===== src/rtl/game_session_ctrl.sv =====
// game_session_ctrl
// Session sequencer for the whack-a-mole game. Owns the pre-game countdown
// and play-time counters, a pause state, the high-score register and the
// difficulty latch. Sits between the debounced buttons / score counter and
// the mole controller and display driver.
//
// Ports:
//   clk, rst_n                  system clock, async active-low reset
//   tick_1hz                    one-clk pulse per second
//   btn_start, btn_pause,
//   btn_reset_score             debounced levels, rising edge acts
//   level_sel                   requested difficulty
//   score                       current score from the score counter
//   state                       IDLE=0 COUNTDOWN=1 PLAYING=2 PAUSED=3 GAME_OVER=4
//   enable_mole_ctrl,
//   enable_score                high only while PLAYING
//   clear_score                 one-clk pulse clearing the score counter
//   difficulty_level            latched, clamped difficulty
//   time_left                   remaining play seconds
//   display_value/display_mode  7-seg value and what it represents
//   high_score, new_high_score  best score and "last game set a record"
//   game_over_pulse             one-clk pulse on entry to GAME_OVER
//
// state     | meaning
// ----------+-------------------------------------------------
// IDLE      | waiting for start, shows high score
// COUNTDOWN | pre-game countdown, shows seconds to go
// PLAYING   | game running, time_left counting down
// PAUSED    | game frozen, shows remaining time
// GAME_OVER | game finished, shows final score
module game_session_ctrl #(
  parameter int COUNTDOWN_SEC = 5,
  parameter int GAME_SEC      = 30,
  parameter int TIME_W        = 6,
  parameter int SCORE_W       = 8,
  parameter int NUM_LEVELS    = 3,
  parameter int LVL_W         = 2
) (
  input  logic               clk,
  input  logic               rst_n,
  input  logic               tick_1hz,
  input  logic               btn_start,
  input  logic               btn_pause,
  input  logic               btn_reset_score,
  input  logic [LVL_W-1:0]   level_sel,
  input  logic [SCORE_W-1:0] score,
  output logic [2:0]         state,
  output logic               enable_mole_ctrl,
  output logic               enable_score,
  output logic               clear_score,
  output logic [LVL_W-1:0]   difficulty_level,
  output logic [TIME_W-1:0]  time_left,
  output logic [SCORE_W-1:0] display_value,
  output logic [1:0]         display_mode,
  output logic [SCORE_W-1:0] high_score,
  output logic               new_high_score,
  output logic               game_over_pulse
);

  localparam logic [2:0] S_IDLE      = 3'd0;
  localparam logic [2:0] S_COUNTDOWN = 3'd1;
  localparam logic [2:0] S_PLAYING   = 3'd2;
  localparam logic [2:0] S_PAUSED    = 3'd3;
  localparam logic [2:0] S_GAME_OVER = 3'd4;

  localparam logic [LVL_W-1:0]  LVL_MAX  = LVL_W'(NUM_LEVELS - 1);
  localparam logic [TIME_W-1:0] CD_LOAD  = TIME_W'(COUNTDOWN_SEC);
  localparam logic [TIME_W-1:0] GAME_LOAD = TIME_W'(GAME_SEC);

  logic [2:0]         state_q, state_d;
  logic [TIME_W-1:0]  cd_q, cd_d;
  logic [TIME_W-1:0]  tl_q, tl_d;
  logic [SCORE_W-1:0] hs_q, hs_d;
  logic               nhs_q, nhs_d;
  logic               clr_q, clr_d;
  logic               go_q, go_d;
  logic [LVL_W-1:0]   diff_q, diff_d;
  logic               start_q, pause_q, rs_q;

  logic start_rise, pause_rise, rs_rise;
  logic ev_start, ev_rs, ev_pause, ev_tick;
  logic do_load;
  logic [LVL_W-1:0] lvl_clamped;

  assign start_rise = btn_start & ~start_q;
  assign pause_rise = btn_pause & ~pause_q;
  assign rs_rise    = btn_reset_score & ~rs_q;

  // One event per cycle; lower-priority events in the same cycle are dropped.
  assign ev_start = start_rise;
  assign ev_rs    = rs_rise & ~start_rise;
  assign ev_pause = pause_rise & ~start_rise & ~rs_rise;
  assign ev_tick  = tick_1hz & ~start_rise & ~rs_rise & ~pause_rise;

  assign lvl_clamped = (level_sel > LVL_MAX) ? LVL_MAX : level_sel;

  always_comb begin
    state_d = state_q;
    cd_d    = cd_q;
    tl_d    = tl_q;
    hs_d    = hs_q;
    nhs_d   = nhs_q;
    clr_d   = 1'b0;
    go_d    = 1'b0;
    diff_d  = diff_q;
    do_load = 1'b0;

    case (state_q)
      S_IDLE, S_GAME_OVER: begin
        diff_d = lvl_clamped;
        if (ev_start) begin
          do_load = 1'b1;
        end else if (ev_rs) begin
          hs_d  = '0;
          nhs_d = 1'b0;
        end
      end
      S_COUNTDOWN: begin
        if (ev_start) begin
          do_load = 1'b1;
        end else if (ev_tick && cd_q != '0) begin
          cd_d = cd_q - 1'b1;
          if (cd_q == TIME_W'(1)) state_d = S_PLAYING;
        end
      end
      S_PLAYING: begin
        if (ev_start) begin
          do_load = 1'b1;
        end else if (ev_rs) begin
          clr_d = 1'b1;
          tl_d  = GAME_LOAD;
        end else if (ev_pause) begin
          state_d = S_PAUSED;
        end else if (ev_tick && tl_q != '0) begin
          tl_d = tl_q - 1'b1;
          if (tl_q == TIME_W'(1)) begin
            state_d = S_GAME_OVER;
            go_d    = 1'b1;
            if (score > hs_q) begin
              hs_d  = score;
              nhs_d = 1'b1;
            end
          end
        end
      end
      S_PAUSED: begin
        if (ev_start) begin
          do_load = 1'b1;
        end else if (ev_rs) begin
          clr_d = 1'b1;
          tl_d  = GAME_LOAD;
        end else if (ev_pause) begin
          state_d = S_PLAYING;
        end
      end
      default: state_d = S_IDLE;
    endcase

    if (do_load) begin
      state_d = S_COUNTDOWN;
      cd_d    = CD_LOAD;
      tl_d    = GAME_LOAD;
      clr_d   = 1'b1;
      nhs_d   = 1'b0;
    end
  end

  always_ff @(posedge clk or negedge rst_n) begin
    if (!rst_n) begin
      state_q <= S_IDLE;
      cd_q    <= '0;
      tl_q    <= '0;
      hs_q    <= '0;
      nhs_q   <= 1'b0;
      clr_q   <= 1'b0;
      go_q    <= 1'b0;
      diff_q  <= '0;
      start_q <= 1'b0;
      pause_q <= 1'b0;
      rs_q    <= 1'b0;
    end else begin
      state_q <= state_d;
      cd_q    <= cd_d;
      tl_q    <= tl_d;
      hs_q    <= hs_d;
      nhs_q   <= nhs_d;
      clr_q   <= clr_d;
      go_q    <= go_d;
      diff_q  <= diff_d;
      start_q <= btn_start;
      pause_q <= btn_pause;
      rs_q    <= btn_reset_score;
    end
  end

  assign state            = state_q;
  assign enable_mole_ctrl = (state_q == S_PLAYING);
  assign enable_score     = (state_q == S_PLAYING);
  assign clear_score      = clr_q;
  assign difficulty_level = diff_q;
  assign time_left        = tl_q;
  assign high_score       = hs_q;
  assign new_high_score   = nhs_q;
  assign game_over_pulse  = go_q;

  always_comb begin
    display_value = hs_q;
    display_mode  = 2'd2;
    case (state_q)
      S_COUNTDOWN: begin
        display_value = SCORE_W'(cd_q);
        display_mode  = 2'd0;
      end
      S_PLAYING, S_GAME_OVER: begin
        display_value = score;
        display_mode  = 2'd1;
      end
      S_PAUSED: begin
        display_value = SCORE_W'(tl_q);
        display_mode  = 2'd3;
      end
      default: begin
        display_value = hs_q;
        display_mode  = 2'd2;
      end
    endcase
  end

endmodule


===== config.mk =====
export PLATFORM = sky130hd
export DESIGN_NAME = game_session_ctrl
export DESIGN_NICKNAME = d
export VERILOG_FILES = /design/src/rtl/game_session_ctrl.sv
export SDC_FILE = /design/constraint.sdc
export NUM_CORES = 1
export LEC_CHECK = 0
export CAP_MARGIN = 25
export CORE_AREA = 5 5 72 74
export DETAILED_ROUTE_END_ITERATION = 6
export DIE_AREA = 0 0 77 79
export GPL_TIMING_DRIVEN = 0
export PLACE_DENSITY = 0.81
export SLEW_MARGIN = 25
export SYNTH_ARGS = -nofsm -noshare
export SYNTH_HDL_FRONTEND = slang
export SYNTH_SLANG_ARGS = --single-unit

===== constraint.sdc =====
create_clock -name clk -period 5.8 [get_ports clk]
set_clock_uncertainty 0.05 [all_clocks]
set_input_delay 1.45 -clock clk [delete_from_list [all_inputs] [get_ports clk]]
set_output_delay 1.45 -clock clk [all_outputs]
set_load 0.01 [all_outputs]

==> impl_metrics.json, run 1 <==
{
  "drc_errors": 0,
  "cts_resized": 0,
  "die_x_um": 77,
  "hold_path.class": "flop to flop",
  "arrival_ns": 3.04,
  "period_share": 0.7829,
  "vias_per_cell": 5.870,
  "status": "complete, no violations",
  "synth.net_count": 288,
  "via_count": 2172,
  "grt-ovfl-total": 0,
  "maxCapViolations": 0,
  "holdBufCountCts": 0,
  "port_buffers": 49,
  "grt_pass1_vias": 1996,
  "grtUsageTotal": 0.1980,
  "clkLatencyLatePin_ns": 0.28,
  "max_stage_delay_ns": 0.56,
  "rr_startpoint": "high_score[5]",
  "synth_most_common_cell": "nand2_1",
  "ys_seq_area_frac": 0.3501,
  "ys_warn_count": 0,
  "relSlewSlack": 0.3499,
  "hold_start": "difficulty_level[0]",
  "syn_area_um2": 2216,
  "critPathCaptureType": "output pin",
  "wirelength_um": 5909,
  "clock-sinks": 31,
  "holdPathEnd": "difficulty_level[0]",
  "cp_data_required_time_ns": 4.30,
  "fin_cells": 370,
  "synth_flop_cell": "dfrtp_1",
  "syn_avg_cell_area_um2": 8.523,
  "synth_cells": 260,
  "synth_common_cells": "nand2_1, dfrtp_1, nor2_1",
  "min_delay_path_depth": 2,
  "pre_cts_slack_ns": 1.285,
  "antenna_left": 0,
  "nets": 345,
  "post-route-min-period_ns": 4.541,
  "antenna_found_initial": 0,
  "die_y_um": 79,
  "worst_pin_slew_ns": 0.9649,
  "path_cells": "clkdlybuf4s50_1, o22ai_1, a22o_1, a21oi_1, clkdlybuf4s50_1",
  "grt_max_degree": 21,
  "power_w": 0.001016,
  "timing.fmax_ghz": 0.2202,
  "critPathSlowestCell": "clkdlybuf4s50_1",
  "setup_viol": 0,
  "p_per_area_nw_per_um2": 354.0,
  "synth_top_area_frac": 0.3501,
  "cts_buffers": 5,
  "synth.distinct_cells": 52,
  "tritoncts": "yes",
  "core.rowCount": 25,
  "final_layout_size_suffix_gt1_frac": 0.07278,
  "ys_top_cells_by_area": "dfrtp_1, mux2i_1, ha_1, nand2_1, nor2_1",
  "grt_pass1_wl_um": 9742,
  "criticalPathCategory": "input port to output pin",
  "ios": 50,
  "r2r-end": "high_score[6]",
  "core_um2": 4536,
  "synth_edf_count": 0,
  "ys_seq_elements": 31,
  "htreeDepth": 2,
  "drtIter0Drc": 182,
  "ff2ff_setup_slack_ns": 3.58,
  "rsz0062_at_grt": "no",
  "die_area_um2": 6083,
  "critPathMaxFanout": 4,
  "start_util": 0.4886,
  "cts-root-buf": "clkbuf_8",
  "cp_common_cell": "clkdlybuf4s50_1",
  "tns_ns": 0,
  "peakVddDrop_uv": 275.8,
  "crit_path_start_kind": "input port",
  "report.final.slew_viol_count": 0,
  "dr.pass1.iters": 5,
  "cts_buffer_depth": 2,
  "wl_per_cell_um": 15.97,
  "path_clk_slew_ns": 0.06,
  "final.setup.worst_slack_ns": 1.259,
  "place.gp.congestion": 1.006,
  "synth_async_sr_flop_share": 1.000,
  "post_cts_buffers": 0,
  "diodes": 0,
  "synth_top_cell_by_area": "dfrtp_1",
  "ff2ff_path_depth": 8,
  "syn_to_final_growth_pct": 29.47,
  "placed_cells_incl_taps": 364,
  "dp_hpwl_um": 4547,
  "hold_viol": 0,
  "power.leakage_nw": 1.221
}
## state kept, by name (all words and copies together) (netlist names), 2 cells and up
signal and count:
high_score 8, difficulty_level 2, time_left 6, cd_q 6, state 3
## through the flow
stage / util / hold slack (ns) / instance area (µm²)
after global routing: 0.6326 / 0.4600 / 2869
after floorplan: - / 0.4570 / 2216
after detailed placement: 0.6166 / 0.4188 / 2796
after global placement: 0.6116 / 0.4108 / 2774
final: 0.6326 / 0.4258 / 2869
after CTS: 0.6326 / 0.4328 / 2869
## kinds of logic (layout without fill, tap and decap cells)
family / count (synthesis) / after routing / share of synthesized area
adders and majority gates: 12 / 12 / 0.06776
xor gates and xnor gates: 5 / 5 / 0.01977
buffers and inverters: 31 / 87 / 0.06437
AOI/OAI and AO/OA: 60 / 60 / 0.1756
and+or+nand+nor: 103 / 103 / 0.2411
muxes: 18 / 18 / 0.08131
DFF: 31 / 31 / 0.3501
## worst max-delay path: cells and delay by family
kind                   cells  cell delay (ns)
AOI/OAI and AO/OA          3             0.49
buffers and inverters      2             1.10
## worst max path at each step
stage               startpoint               end
floorplan             score[3]  display_value[3]
global placement      score[5]  display_value[5]
detailed placement    score[5]  display_value[5]
CTS                   score[3]  display_value[3]
global route          score[3]  display_value[3]
finish                score[3]  display_value[3]
## cell usage in the layout (no fill, tap or decap), types with 6 or more instances in the layout
| cell type | n |
|---|---|
| clkdlybuf4s50_1 | 48 |
| nand2_1 | 40 |
| dfrtp_1 | 31 |
| nor2_1 | 20 |
| mux2i_1 | 18 |
| inv_1 | 17 |
| a21oi_1 | 14 |
| o21ai_0 | 12 |
| ha_1 | 12 |
| o22ai_1 | 10 |
| buf_2 | 7 |
| nor3_1 | 6 |
## final cells by class
type | count | area, µm²
Fill cell | 393 | 1667
Sequential cell | 31 | 775.7
Timing Repair Buffer | 50 | 513.0
Tap cell | 54 | 67.56
Buffer | 13 | 75.07
Multi-Input combinational cell | 198 | 1297
Inverter | 18 | 67.56
Clock buffer | 6 | 72.57
## metal layers
metal,track usage,wire length [µm],vias up
met5,0,0,-
met4,0.07045,99,0
met3,0.03515,380,10
met2,0.3098,2677,79
met1,0.2752,2750,1036
li1,-,-,1047
## where the power goes
part	switching, W	internal, W	total [W]
registers	0.0000298	0.000244	0.000273
clock network	0.0000757	0.0000798	0.000155
logic	0.000311	0.000276	0.000587
No activity file was read; power rests on OpenSTA's default activity.
==> run 2, diff against run 1 <==
==> constraint.sdc (replaced) <==
create_clock -name clk -period 4.22 [get_ports clk]
set_clock_uncertainty 0.05 [all_clocks]
set_input_delay 1.055 -clock clk [delete_from_list [all_inputs] [get_ports clk]]
set_output_delay 1.055 -clock clk [all_outputs]
set_load 0.01 [all_outputs]
==> results of run 2 <==
The final DEF is identical to that of run 1. Status: complete, no violations.
Main changes from that run: setup slack after placement 1.285 ns -> 0.4952 ns; setup slack after layout 1.259 ns -> 0.4694 ns; register-to-register setup slack 3.58 ns -> 2.00 ns; total power 0.001016 W -> 0.001396 W; worst IR drop on VDD 275.8 µV -> 379.1 µV
==> run 3, diff against run 2 <==
--- a/config.mk
+++ b/config.mk
@@ -9,9 +9,9 @@
 export CORE_AREA = 5 5 72 74
 export DETAILED_ROUTE_END_ITERATION = 6
 export DIE_AREA = 0 0 77 79
-export GPL_TIMING_DRIVEN = 0
 export PLACE_DENSITY = 0.81
 export SLEW_MARGIN = 25
 export SYNTH_ARGS = -nofsm -noshare
 export SYNTH_HDL_FRONTEND = slang
 export SYNTH_SLANG_ARGS = --single-unit
+export TNS_END_PERCENT = 1
==> run 3 against run 2 <==
Sequential cell count is the same. Clock power grew 7%. Critical path type is now flop to output pin. Fmax grew 0.51%. Worst setup slack gained 0.019 ns. Largest power group unchanged. Register-to-register slack lost 0.58 ns. Non-clock buffer count shrank 12. Wire length shrank 1.9%. Die area is the same.
==> impl_metrics.json, run 3 (same netlist as run 1, synthesis figures left out) <==
{
  "status": "complete, no violations",
  "postPlaceCellArea_um2": 2714,
  "place.gp.congestion": 0.9338,
  "tns_ns": 0,
  "final_cell_area_um2": 2798,
  "rsz0062_at_grt": "no",
  "grtUsageTotal": 0.1982,
  "port_buffers": 49,
  "die_y_um": 79,
  "grt_max_degree": 32,
  "comb_power_share": 0.525,
  "report.final.slew_viol_count": 0,
  "hold_ws_ns": 0.4271,
  "diodes": 0,
  "htreeDepth": 2,
  "hold_path.class": "flop to flop",
  "path_depth": 5,
  "largest_register_ffs": 8,
  "dr.pass1.iters": 4,
  "pre_cts_slack_ns": 0.5277,
  "ios": 50,
  "drtIter0Drc": 190,
  "dp_hpwl_um": 4391,
  "rr_startpoint": "state[1]",
  "tritoncts": "yes",
  "worst_pin_slew_ns": 0.8274,
  "p_per_area_nw_per_um2": 488.4,
  "r2r-end": "high_score[6]",
  "path_buf_inv": 1,
  "clkLatencyLatePin_ns": 0.29,
  "via_count": 2134,
  "start_util": 0.4886,
  "p_sw_w": 0.0005712,
  "layout_common_cells": "clkdlybuf4s50_1, nand2_1, dfrtp_1",
  "cp_data_required_time_ns": 3.12,
  "power.leakage_nw": 1.184,
  "ff2ff_setup_slack_ns": 1.42,
  "period_share": 0.8843,
  "peakVddDrop_uv": 309.9,
  "min_delay_path_depth": 2,
  "antenna_found_initial": 0,
  "crit_family": "simple AND/OR/NAND/NOR gates",
  "clock_power_share": 0.168,
  "final.setup.worst_slack_ns": 0.4883,
  "die_x_um": 77,
  "nets": 333,
  "ff2ff_path_depth": 5,
  "switching_share": 0.4180,
  "grt_pass1_vias": 2031,
  "max_stage_delay_ns": 0.69,
  "cts_buffers": 5,
  "path_clk_slew_ns": 0.07,
  "post-route-min-period_ns": 3.732,
  "internal_power_w": 0.0007952,
  "startpoint": "state[1]",
  "arrival_ns": 2.63,
  "wl_per_cell_um": 16.11,
  "maxCapViolations": 0,
  "wirelength_um": 5799,
  "worstSetupEndpoint": "display_value[4]",
  "setup_viol": 0,
  "criticalPathCategory": "flop to output pin",
  "pwr-share-seq": 0.307,
  "hold_viol": 0,
  "final_common_cell": "clkdlybuf4s50_1",
  "post_cts_buffers": 0,
  "timing.fmax_ghz": 0.2680,
  "vias_per_cell": 5.928,
  "relSlewSlack": 0.4426,
  "holdBufCountCts": 0,
  "final_layout_size_suffix_gt1_frac": 0.05556,
  "syn_to_final_growth_pct": 26.26,
  "drc_errors": 0,
  "core_um2": 4536,
  "grt-ovfl-total": 0,
  "core.rowCount": 25,
  "grt_pass1_wl_um": 9749,
  "cts_resized": 0,
  "die_area_um2": 6083,
  "clock-sinks": 31,
  "cts-root-buf": "clkbuf_8",
  "antenna_left": 0,
  "critPathMaxFanout": 19,
  "critPathSlowestCell": "dfrtp_1",
  "cts_buffer_depth": 2,
  "critPathCaptureType": "output pin",
  "path_cells": "and2b_1, nor2_1, o22ai_1, a21oi_1, clkdlybuf4s50_1",
  "crit_path_start_kind": "flop"
}
==> run 3: tightest hold or removal path: stages, from the launching register on <==
cell	delay, ns
dfrtp_1	0.35
nand2_1	0.05
nand2_1	0.05
==> run 3: worst min path at each step <==
stage                              startpoint             endpoint  slack (ns)
after floorplan           difficulty_level[0]  difficulty_level[0]        0.46
after global placement    difficulty_level[0]  difficulty_level[0]        0.41
after detailed placement  difficulty_level[0]  difficulty_level[0]        0.41
after CTS                 difficulty_level[0]  difficulty_level[0]        0.43
after global routing      difficulty_level[0]  difficulty_level[0]        0.46
final                     difficulty_level[0]  difficulty_level[0]        0.43
==> run 3: power groups by stage <==
stage	sequential (W)	combinational (W)	clock (W)
floorplan	0.000382	0.000471	0
detailed placement	0.000422	0.000714	0
finish	0.000419	0.000717	0.000230
global placement	0.000423	0.000703	0
global route	0.000427	0.000781	0.000244
CTS	0.000417	0.000718	0.000235
==> run 3: per-layer routing <==
layer / up-vias / global-route usage / part of all wire
li1: 1030 / - / -
met1: 999 / 0.2581 / 0.43
met2: 95 / 0.3209 / 0.47
met3: 10 / 0.03515 / 0.077
met4: 0 / 0.09107 / 0.022
met5: - / 0 / 0
==> run 3: area by class of cell <==
cell class	instances	area, µm²
flip-flops and latches	31	775.7
fillers	404	1738
clock buffers	5	68.82
clock inverters	3	15.01
repair buffers	51	505.5
inverters	18	67.56
multi-input cells	198	1297
well taps	54	67.56
==> run 3: stage by stage <==
| stage | cells | total power (W) | utilization |
|---|---|---|---|
| CTS | 360 | 0.001370 | 0.6168 |
| global route | 360 | 0.001451 | 0.6168 |
| floorplan | 260 | 0.0008534 | - |
| finish | 360 | 0.001366 | 0.6168 |
| detailed placement | 352 | 0.001136 | 0.5983 |
| global placement | 352 | 0.001126 | 0.5983 |
==> edit 1 (config.mk and constraints of run 2) <==
Reset style: synchronous (`rst_n`), changed in one clocked block. Comments in the files are not updated.
--- a/src/rtl/game_session_ctrl.sv
+++ b/src/rtl/game_session_ctrl.sv
@@ -165,7 +165,7 @@
     end
   end
 
-  always_ff @(posedge clk or negedge rst_n) begin
+  always_ff @(posedge clk) begin
     if (!rst_n) begin
       state_q <= S_IDLE;
       cd_q    <= '0;
Formal check against the unedited RTL: differs if rst_n is asserted again (counterexample within 4 cycles, from zero or initial values and one cycle with rst_n low); with rst_n held inactive, the same outputs for 10 cycles.
==> edit 1 against run 2 <==
  * Die area is the same
  * Cell count shrank 1.4%
  * Non-clock buffer count grew 1
  * Sequential cell count is the same
  * Critical endpoint is now display_value[0]
  * Sequential share of layout area shrank 4.6 points
  * Area after synthesis shrank 6.3%
  * Wire length shrank 1.9%
  * Design area shrank 3.5%
  * Worst setup slack lost 0.10 ns
  * Global-route usage grew 0.16 points
Power is not compared: it rests on default switching activity, and its combinational part moved more than twofold at a synthesized area within 25%.
==> edit 1: results (changes against run 2) <==
| Metric | Value |
|---|---|
| Run status | `finished clean (unchanged)` |
| Post-DP Area | `2640 um^2 (was 2800 um^2)` |
| Seq/Total Area, Yosys | `0.299 (was 0.350)` |
| Drt first pass iters | `4 (was 5)` |
| Number of global-route vias before repair | `2105 (was 1996)` |
| Max-Slew Margin vs Limit | `0.572 (was 0.350)` |
| Fill cells | `405 (was 393)` |
| Max VDD drop | `0.176 mV` |
| Combinational family with the most area after synthesis | `compound AO/OA/AOI/OAI gates (was simple AND/OR/NAND/NOR gates)` |
| DP HPWL | `4.38 mm (was 4.55 mm)` |
| Crit path kind | `reg -> out (was in -> out)` |
| Post-synthesis xor/xnor area fraction | `0.0211 (was 0.0198)` |
| Reg2Reg Setup Slack | `2.13 ns (was 2.00 ns)` |
| First-pass GRT wire length | `9.91 mm (was 9.74 mm)` |
| Post-synthesis mux area share | `0.0699 (was 0.0813)` |
| Pin count of the biggest net entering global routing | `11 (was 21)` |
| Arr. time, crit path | `2.75 ns (was 2.65 ns)` |
| Synth async-reset ratio | `0 (was 1.00)` |
| Worst-path fanout max | `10 (was 4)` |
| Vias per cell | `5.81 (was 5.87)` |
| Avg Inst Size Synth | `8.18 um^2 (was 8.52 um^2)` |
| Met2 WL | `2.64 mm (was 2.68 mm)` |
| WL final | `5.80 mm (was 5.91 mm)` |
| Internal power | `0.000604 W` |
| Layout cell share with drive strength beyond 1 | `0.0868 (was 0.0728)` |
| Syn nets | `283 (was 288)` |
| FF-to-FF path depth | `6 (was 8)` |
| Fin nets | `339 (was 345)` |
| Top cells by area, synth | `dfxtp_1 30%, ha_1 7.8%, a21oi_1 6.7% (was dfrtp_1 35%, mux2i_1 8.1%, ha_1 6.8%)` |
| GPL Wtd Cong | `0.859 (was 1.01)` |
| Synth Area in Compound Gates | `0.261 (was 0.176)` |
| Post-synth top cells | `31 x dfxtp_1, 28 x a21oi_1, 21 x nor2_1 (was 40 x nand2_1, 31 x dfrtp_1, 20 x nor2_1)` |
| Met1 wire length | `2.57 mm (was 2.75 mm)` |
| Met3 wire len | `419 um (was 380 um)` |
| Worst hold path startpoint | `difficulty_level[0] (unchanged)` |
| DP Cell Count | `357 (was 364)` |
| Iteration-0 DRC Markers | `131 (was 182)` |
| Crit path to | `display_value[0] (was display_value[3])` |
| FF-to-FF End | `high_score[3] (was high_score[6])` |
[edit 1: area by class of cell]
class,count,area (um^2),area share
plain buffers,15,81.3,0.0294
repair buffers,49,490,0.177
multi-input cells,191,1310,0.474
flip-flops and latches,31,621,0.224
clock inverters,2,60.1,0.0217
well taps,54,67.6,0.0244
inverters,17,63.8,0.0231
clock buffers,6,72.6,0.0262
[edit 1: routing by layer]
layer,up-vias,GRT usage
met4,0,0.0979
met1,983,0.243
li1,1038,-
met5,-,0
met2,82,0.325
met3,17,0.0533
[edit 1: per-stage QoR]
stage / power (W) / setup slack, ns / hold slack [ns]
global placement: 0.000452 / 0.486 / 0.391
global route: 0.000835 / 0.122 / 0.424
floorplan: 0.000394 / 1.50 / 0.426
CTS: 0.000807 / 0.375 / 0.409
detailed placement: 0.000456 / 0.480 / 0.399
finish: 0.000805 / 0.366 / 0.405
==> edit 2 (settings of run 2) <==
Without the edit above. `LVL_W`: 2 -> 4.
--- a/src/rtl/game_session_ctrl.sv
+++ b/src/rtl/game_session_ctrl.sv
@@ -34,7 +34,7 @@
   parameter int TIME_W        = 6,
   parameter int SCORE_W       = 8,
   parameter int NUM_LEVELS    = 3,
-  parameter int LVL_W         = 2
+  parameter int LVL_W         = 4
 ) (
   input  logic               clk,
   input  logic               rst_n,
Interface: changed (resized difficulty_level and level_sel); port bits go from 50 to 54. No check against the original RTL was run, so the function may have changed too.
==> edit 2 against run 2 <==
  * Area after synthesis down 0.11%
  * Via count down 2.7%
  * Utilization up 1.1 points
  * Worst setup slack better by 0.00096 ns
  * Sequential power up 5.3%
  * Die area unchanged
  * Count of clock-buffer cells in the layout up 1
  * Total power down 5.0%
  * Sequential cell count up 2
  * First-iteration DRC count down 5.5%
  * Design area up 1.8%
  * Wire length up 3.3%
  * Largest power group unchanged
  * Highest routed layer unchanged
==> edit 2: results (changes against run 2) <==
| Metric | Value |
|---|---|
| Max VDD drop | `0.235 mV (was 0.379 mV)` |
| IO Port Bufs | `53 (was 49)` |
| Seq/Total Area, Yosys | `0.373 (was 0.350)` |
| Post-synth top cells | `33 x dfrtp_1, 21 x inv_1, 21 x nand2_1 (was 40 x nand2_1, 31 x dfrtp_1, 20 x nor2_1)` |
| Max-Slew Margin vs Limit | `0.625 (was 0.350)` |
| Worst hold path startpoint | `difficulty_level[1] (was difficulty_level[0])` |
| Arr. time, crit path | `2.64 ns (was 2.65 ns)` |
| Post-DP Area | `2830 um^2 (was 2800 um^2)` |
| Cells after synthesis | `250 (was 260)` |
| Syn nets | `280 (was 288)` |
| Synth cell types | `46 (was 52)` |
| GPL Wtd Cong | `0.851 (was 1.01)` |
| Run status | `finished clean (unchanged)` |
| First-pass GRT wire length | `10.0 mm (was 9.74 mm)` |
| Drt first pass iters | `4 (was 5)` |
| Worst setup path start | `score[2] (was score[3])` |
| Vias per cell | `5.79 (was 5.87)` |
| Fin nets | `341 (was 345)` |
| DP HPWL | `4.55 mm (about the same)` |
| Worst R2R Start | `time_left[0] (was high_score[5])` |
| Pin count of the biggest net entering global routing | `22 (was 21)` |
| DP Cell Count | `358 (was 364)` |
| Total track usage | `0.204 (was 0.198)` |
| Max stage delay on crit path | `0.58 ns (was 0.56 ns)` |
| Layout cell share with drive strength beyond 1 | `0.0740 (was 0.0728)` |
| Iteration-0 DRC Markers | `172 (was 182)` |
[edit 2: path summary, 6_finish.rpt]
kind                                        to  slack, ns  cells after the start
min                        difficulty_level[1]       0.43                      2
min in group asynchronous              cd_q[4]       0.61                      1
max reg2reg                      high_score[1]       2.12                      7
max in group asynchronous        high_score[7]       3.08                      2
min reg2reg                difficulty_level[1]       0.43                      2
max                           display_value[2]       0.47                      6
[edit 2: worst max-delay path: cells and delay by family]
family | cells | cell delay (ns)
buf+inv | 2 | 1.12
compound gates | 2 | 0.28
mux | 1 | 0.10
simple gates | 1 | 0.09
[edit 2: layout make-up]
cell class / instances / area, um^2
well taps: 54 / 67.6
fillers: 397 / 1620
clock buffers: 7 / 86.3
plain buffers: 14 / 72.6
inverters: 22 / 82.6
flip-flops and latches: 33 / 826
repair buffers: 54 / 553
multi-input cells: 181 / 1230
[edit 2: metal layers]
metal  wire, um  part of all wire  vias to the layer above  GRT usage
met1       2670              0.44                     1022      0.259
li1           -                 -                     1017          -
met4         95             0.016                        0     0.0584
met5          0                 0                        -          0
met3        353             0.058                        9     0.0533
met2       2980              0.49                       65      0.341
[edit 2: metrics by stage]
stage | hold WS [ns] | setup WS, ns
5_1_grt | 0.457 | 0.342
3_5_place_dp | 0.422 | 0.510
2_1_floorplan | 0.457 | 1.59
3_3_place_gp | 0.402 | 0.504
4_1_cts | 0.437 | 0.491
6_report | 0.435 | 0.470
[edit 2: kinds of logic after synthesis]
group | count (synthesis) | share of synthesized area
buffers and inverters | 36 | 0.0701
and+or+nand+nor | 90 | 0.214
muxes | 19 | 0.0882
adders and majority gates | 12 | 0.0678
AOI/OAI and AO/OA | 50 | 0.148
xor gates and xnor gates | 10 | 0.0396
DFF | 33 | 0.373
[edit 2: power by group]
group          switching (W)  internal [W]
registers          0.0000457      0.000350
logic               0.000359      0.000329
clock network       0.000113      0.000129
total               0.000518      0.000809
